<file path="src/rtl/dmem_access_ctrl.sv">
// Multi-cycle load/store sequencer between the core datapath and a req/ack data memory.
// Optional DMEM_MISALIGN_CHK_EN: misaligned half/word accesses finish with err=1 and no mem_req.
module dmem_access_ctrl #(
    parameter int unsigned ADDR_WIDTH     = 32,
    parameter int unsigned DATA_WIDTH     = 32,
    parameter int unsigned TIMEOUT_CYCLES = 255
) (
    input  logic                  clk,
    input  logic                  rst_n,
    input  logic                  dmem_read_en,
    input  logic                  dmem_write_en,
    input  logic [2:0]            func3,
    input  logic [ADDR_WIDTH-1:0] addr,
    input  logic [DATA_WIDTH-1:0] store_data,
    output logic                  stall,
    output logic                  done,
    output logic [DATA_WIDTH-1:0] load_data,
    output logic                  err,
    output logic                  mem_req,
    output logic                  mem_we,
    output logic [ADDR_WIDTH-1:0] mem_addr,
    output logic [DATA_WIDTH-1:0] mem_wdata,
    output logic [3:0]            mem_wstrb,
    input  logic                  mem_ack,
    input  logic [DATA_WIDTH-1:0] mem_rdata
);

    localparam int unsigned CntW = (TIMEOUT_CYCLES > 0) ? $clog2(TIMEOUT_CYCLES + 1) : 1;
    localparam logic [CntW-1:0] TimeoutVal = CntW'(TIMEOUT_CYCLES);

    typedef enum logic [1:0] {StIdle, StReq, StDone} state_e;

    state_e                state_q, state_d;
    logic [CntW-1:0]       cnt_q, cnt_d;
    logic [ADDR_WIDTH-1:0] mem_addr_q, mem_addr_d;
    logic                  mem_we_q, mem_we_d;
    logic [DATA_WIDTH-1:0] mem_wdata_q, mem_wdata_d;
    logic [3:0]            mem_wstrb_q, mem_wstrb_d;
    logic [2:0]            func3_q, func3_d;
    logic [1:0]            off_q, off_d;
    logic [DATA_WIDTH-1:0] load_data_q, load_data_d;
    logic                  err_q, err_d;

    logic                  access_c, is_store_c, stall_c;
    logic [CntW-1:0]       cnt_inc_c;
    logic [3:0]            strb_c;
    logic [DATA_WIDTH-1:0] wdata_c, ext_c;
    logic [7:0]            byte_c;
    logic [15:0]           half_c;

    assign access_c   = dmem_read_en | dmem_write_en;
    assign is_store_c = ~dmem_read_en & dmem_write_en;
    assign cnt_inc_c  = cnt_q + 1'b1;

`ifdef DMEM_MISALIGN_CHK_EN
    logic half_op_c, misalign_c;
    // Store func3 101 is not sh, so only loads treat both 001 and 101 as halfword.
    assign half_op_c  = is_store_c ? (func3 == 3'b001) : (func3[1:0] == 2'b01);
    assign misalign_c = (half_op_c & addr[0]) | ((func3 == 3'b010) & (addr[1:0] != 2'b00));
`endif

    always_comb begin
        strb_c  = 4'hF;
        wdata_c = store_data;
        case (func3)
            3'b000: begin
                strb_c  = 4'b0001 << addr[1:0];
                wdata_c = {4{store_data[7:0]}};
            end
            3'b001: begin
                strb_c  = 4'b0011 << {addr[1], 1'b0};
                wdata_c = {2{store_data[15:0]}};
            end
            default: ;
        endcase
    end

    always_comb begin
        byte_c = mem_rdata[{off_q, 3'b000} +: 8];
        half_c = mem_rdata[{off_q[1], 4'b0000} +: 16];
        case (func3_q)
            3'b000:  ext_c = {{24{byte_c[7]}}, byte_c};
            3'b100:  ext_c = {24'h0, byte_c};
            3'b001:  ext_c = {{16{half_c[15]}}, half_c};
            3'b101:  ext_c = {16'h0, half_c};
            default: ext_c = mem_rdata;
        endcase
    end

    always_comb begin
        state_d     = state_q;
        cnt_d       = cnt_q;
        mem_addr_d  = mem_addr_q;
        mem_we_d    = mem_we_q;
        mem_wdata_d = mem_wdata_q;
        mem_wstrb_d = mem_wstrb_q;
        func3_d     = func3_q;
        off_d       = off_q;
        load_data_d = load_data_q;
        err_d       = err_q;
        stall_c     = 1'b0;
        unique case (state_q)
            StIdle: begin
                stall_c = access_c;
                if (access_c) begin
                    mem_addr_d  = {addr[ADDR_WIDTH-1:2], 2'b00};
                    mem_we_d    = is_store_c;
                    mem_wstrb_d = is_store_c ? strb_c : 4'h0;
                    mem_wdata_d = is_store_c ? wdata_c : '0;
                    func3_d     = func3;
                    off_d       = addr[1:0];
`ifdef DMEM_MISALIGN_CHK_EN
                    if (misalign_c) begin
                        state_d     = StDone;
                        err_d       = 1'b1;
                        load_data_d = '0;
                    end else begin
                        state_d = StReq;
                    end
`else
                    state_d = StReq;
`endif
                end
            end
            StReq: begin
                stall_c = 1'b1;
                cnt_d   = cnt_inc_c;
                if (mem_ack) begin
                    state_d     = StDone;
                    err_d       = 1'b0;
                    load_data_d = ext_c;
                end else if (TIMEOUT_CYCLES != 0 && cnt_inc_c == TimeoutVal) begin
                    state_d     = StDone;
                    err_d       = 1'b1;
                    load_data_d = '0;
                end
            end
            StDone: begin
                // Always back to IDLE; a still-asserted enable must not relaunch the access.
                state_d     = StIdle;
                cnt_d       = '0;
                err_d       = 1'b0;
                load_data_d = '0;
            end
            default: state_d = StIdle;
        endcase
    end

    always_ff @(posedge clk or negedge rst_n) begin
        if (!rst_n) begin
            state_q     <= StIdle;
            cnt_q       <= '0;
            mem_addr_q  <= '0;
            mem_we_q    <= 1'b0;
            mem_wdata_q <= '0;
            mem_wstrb_q <= 4'h0;
            func3_q     <= 3'b000;
            off_q       <= 2'b00;
            load_data_q <= '0;
            err_q       <= 1'b0;
        end else begin
            state_q     <= state_d;
            cnt_q       <= cnt_d;
            mem_addr_q  <= mem_addr_d;
            mem_we_q    <= mem_we_d;
            mem_wdata_q <= mem_wdata_d;
            mem_wstrb_q <= mem_wstrb_d;
            func3_q     <= func3_d;
            off_q       <= off_d;
            load_data_q <= load_data_d;
            err_q       <= err_d;
        end
    end

    assign stall     = stall_c & rst_n;
    assign done      = (state_q == StDone);
    assign mem_req   = (state_q == StReq);
    assign mem_we    = mem_we_q;
    assign mem_addr  = mem_addr_q;
    assign mem_wdata = mem_wdata_q;
    assign mem_wstrb = mem_wstrb_q;
    assign load_data = load_data_q;
    assign err       = err_q;

endmodule
</file>
<file path="config.mk">
export PLATFORM = sky130hd
export DESIGN_NAME = dmem_access_ctrl
export DESIGN_NICKNAME = d
export VERILOG_FILES = /design/src/rtl/dmem_access_ctrl.sv
export SDC_FILE = /design/constraint.sdc
export NUM_CORES = 1
export LEC_CHECK = 0
export ABC_AREA = 1
export BUFFER_PORTS_ARGS = -buffer_cell sky130_fd_sc_hd__buf_4
export CAP_MARGIN = 20
export CORE_AREA = 4 4 91 135
export DETAILED_ROUTE_END_ITERATION = 7
export DIE_AREA = 0 0 95 139
export GPL_ROUTABILITY_DRIVEN = 0
export PLACE_DENSITY = 0.78
export SLEW_MARGIN = 20
export SYNTH_ARGS = -nofsm -noshare
export SYNTH_HDL_FRONTEND = slang
export SYNTH_SLANG_ARGS = --single-unit
</file>
<file path="constraint.sdc">
create_clock -name clk -period 4.7 [get_ports clk]
set_clock_uncertainty 0.2 [all_clocks]
set_input_delay 0.235 -clock clk [delete_from_list [all_inputs] [get_ports clk]]
set_output_delay 0.235 -clock clk [all_outputs]
set_load 0.02 [all_outputs]
</file>
==> metrics.cfg <==
[outcome]
status = complete, no violations

[yosys]
yosysTopAreaCell = dfrtp_1
synth_area_leaders = dfrtp_1 52%, nand2_1 18%, nor2_1 6.8%, nand3_1 4.0%, o21ai_0 3.5%
ys_types = 27
yosysSeqAreaShare_pct = 51.7
netlist_area_um2 = 5560
syn-mean-instance-area_um2 = 7.74
yosysWarnings = 0
synthCells = 719
synth_seq_cells = 115
synth_top_area_share_pct = 51.7

[sta]
setup_violations = 0
setup_ws_ps = 1960
drv_slew = 0
worstMarginPinSlew_ps = 1070
rsz0062_at_grt = no
max_freq_mhz = 365
finalHoldViolCount = 0
post-route-min-period_ps = 2740
slew_headroom_pct = 28.8
fin_hold_ws_ps = 8.35
period_share_pct = 58.3
finalSetupTns_ps = 0

[setup_path]
worstPathMaxFanout = 26
cp_slowest_stage_delay_ps = 820
crit_path_start = func3[1]
startpoint_type = input pin
r2r_slack_ps = 2240
r2r-start = cnt_q[1]
r2r_end = load_data[14]
reg2reg_depth = 12
crit_type = in2reg
cp_slowest_cell = nor2_2
cp-end-kind = register
crit_required_ps = 4770
crit_chain = dlygate4sd3_1 -> buf_4 -> nor2_2 -> nand2_1 -> o22ai_1 -> o31ai_1
cp.arrival_ps = 2810
cp-endpoint = mem_wdata[27]

[floorplanning]
rows = 47
fp.dieArea_um2 = 13200
start_util_pct = 50.3
io_pins = 209
die_y_um = 139
die_x_um = 95
core_area_um2 = 11100

[pwr]
pwr_density_cell_nw_per_um2 = 678
swShare_pct = 42.7
ir_drop_mv = 0.400
power_frac_seq_pct = 28.8
clkPwrFrac_pct = 25.2
cell_internal_pwr_uw = 3310
p_sw_uw = 2470
comb_power_share_pct = 46.0
p_leak_uw = 0.00452

[placed_design]
hpwlAfterDp_um = 12300
port_buffers = 206
dp_slack_ps = 2050

[global_routing]
grt_pass1_vias = 6381
antenna_found_initial = 0
grt_start_max_net_pins = 77
grt_pass1_wl_um = 30700
grt.total_usage_pct = 29.9
globalRouteOverflowTotal = 0

[routing]
num_vias = 6187
wl_um = 19600
drc = 0
viasPerCell = 5.43
wl_per_cell_um = 17.2
drt_first_iter_violations = 417
antenna_left = 0
dr.pass1.iters = 6

[clock_network]
cts_sinks = 115
path_clk_slew_ps = 60
cts.path.max_buffers = 2
clk_latency_ps = 410
htree_levels = 4
numCtsBuffers = 17
post-cts-setup-buffers = 0
cts-root-buf = clkbuf_16
tritoncts = built

[layout]
num_antenna_cells = 0
layout_common_cells = 265 x nand2_1, 210 x buf_4, 115 x dfrtp_1
fillCellCount = 747
mostFrequentLayoutCell = nand2_1
multi_input_area_um2 = 2350
nets = 1089
layout-area-overhead-vs-synth_pct = 53.2
seqCellArea_um2 = 2880
drive_above_1_share_pct = 25.5

[worst_hold_path]
hp-class = in2reg

[flow_run]
drv_cap = 0

cells by family (layout without fill, tap and decap cells):
kind of cell / count (synthesis) / count (layout) / share of synthesized area, %
AOI/OAI and AO/OA: 99 / 99 / 10.6
and+or+nand+nor: 421 / 421 / 30.1
other: 1 / 2 / 0.0674
DFF: 115 / 115 / 51.7
adders and majority gates: 5 / 5 / 1.12
buffers and inverters: 78 / 351 / 6.30
worst min-delay path by stage:
stage                     cells past startpoint  slack, ps             to          start
after global placement                        1         40   load_data[2]          rst_n
after global routing                          5         20  load_data[20]  mem_rdata[20]
after floorplan                               0       -260       cnt_q[0]          rst_n
final                                         5          8  load_data[20]  mem_rdata[20]
after detailed placement                      1         60   load_data[4]          rst_n
after CTS                                     5          2  load_data[20]  mem_rdata[20]
flip-flops by register name, indices dropped and copies added (netlist names):
register and flops:
err 1, load_data 32, func3_q 3, mem_wdata 32
mem_wstrb 4, mem_we 1, off_q 2, mem_addr 30
state_q 2, cnt_q 8
per-layer routing:
metal  vias to the layer above  share of wire [%]  global-route usage, %
li1                       2829                  -                      -
met1                      2924                 35                   32.4
met2                       360                 52                   51.8
met3                        74                8.6                   8.47
met4                         0                4.5                   15.3
met5                         -                  0                      0
final cells by class:
cell class,instances,area share [%]
Clock inverter,14,2.64
Clock buffer,18,5.15
Tap cell,147,2.16
Sequential cell,115,33.8
Inverter,39,1.75
Timing Repair Buffer,280,26.9
Multi-Input combinational cell,527,27.6
stage by stage:
step / total power (uW) / instance area [um^2] / util [%] / cells
5_1_grt: 6110 / 8520 / 77.1 / 1140
4_1_cts: 5710 / 8490 / 76.8 / 1139
6_report: 5780 / 8520 / 77.1 / 1140
3_3_place_gp: 4110 / 7140 / 64.6 / 1038
3_5_place_dp: 4190 / 7140 / 64.6 / 1038
2_1_floorplan: 3240 / 5570 / - / 720
critical path: cells and delay by family:
family | cells | cell delay [ps]
simple gates | 2 | 1340
compound gates | 2 | 530
buf+inv | 2 | 700
power by group through the flow:
stage	Sequential, uW	Combinational, uW	Clock (uW)
after floorplan	2020	1220	0
after global placement	1640	2470	0
after detailed placement	1650	2540	0
after CTS	1650	2590	1460
after global routing	1700	2890	1520
final	1660	2660	1460
Yosys cell counts:
library cell	count
nand2_1	265
dfrtp_1	115
nor2_1	101
nand3_1	45
o21ai_0	39
inv_1	36
clkbuf_1	27
o31ai_1	23
a21oi_1	14
o22ai_1	13
o211ai_1	7
buf_4	6
ha_1	5
buf_6	4
nand2_2	3
nand2_4	3
buf_2	2
clkinv_1	2
a21boi_0	1
a31oi_1	1
conb_1	1
inv_4	1
nand3b_1	1
nand4_1	1
nor2_2	1
nor3_1	1
o21ai_1	1
what timing repair did:
item / in CTS / in global routing
gates resized for setup: 0 / 0
hold endpoints to repair: 109 / 0
endpoints found under the setup margin: 0 / 0
hold buffers: 69 / 0
Note: power is estimated with default switching activity, not from simulation.
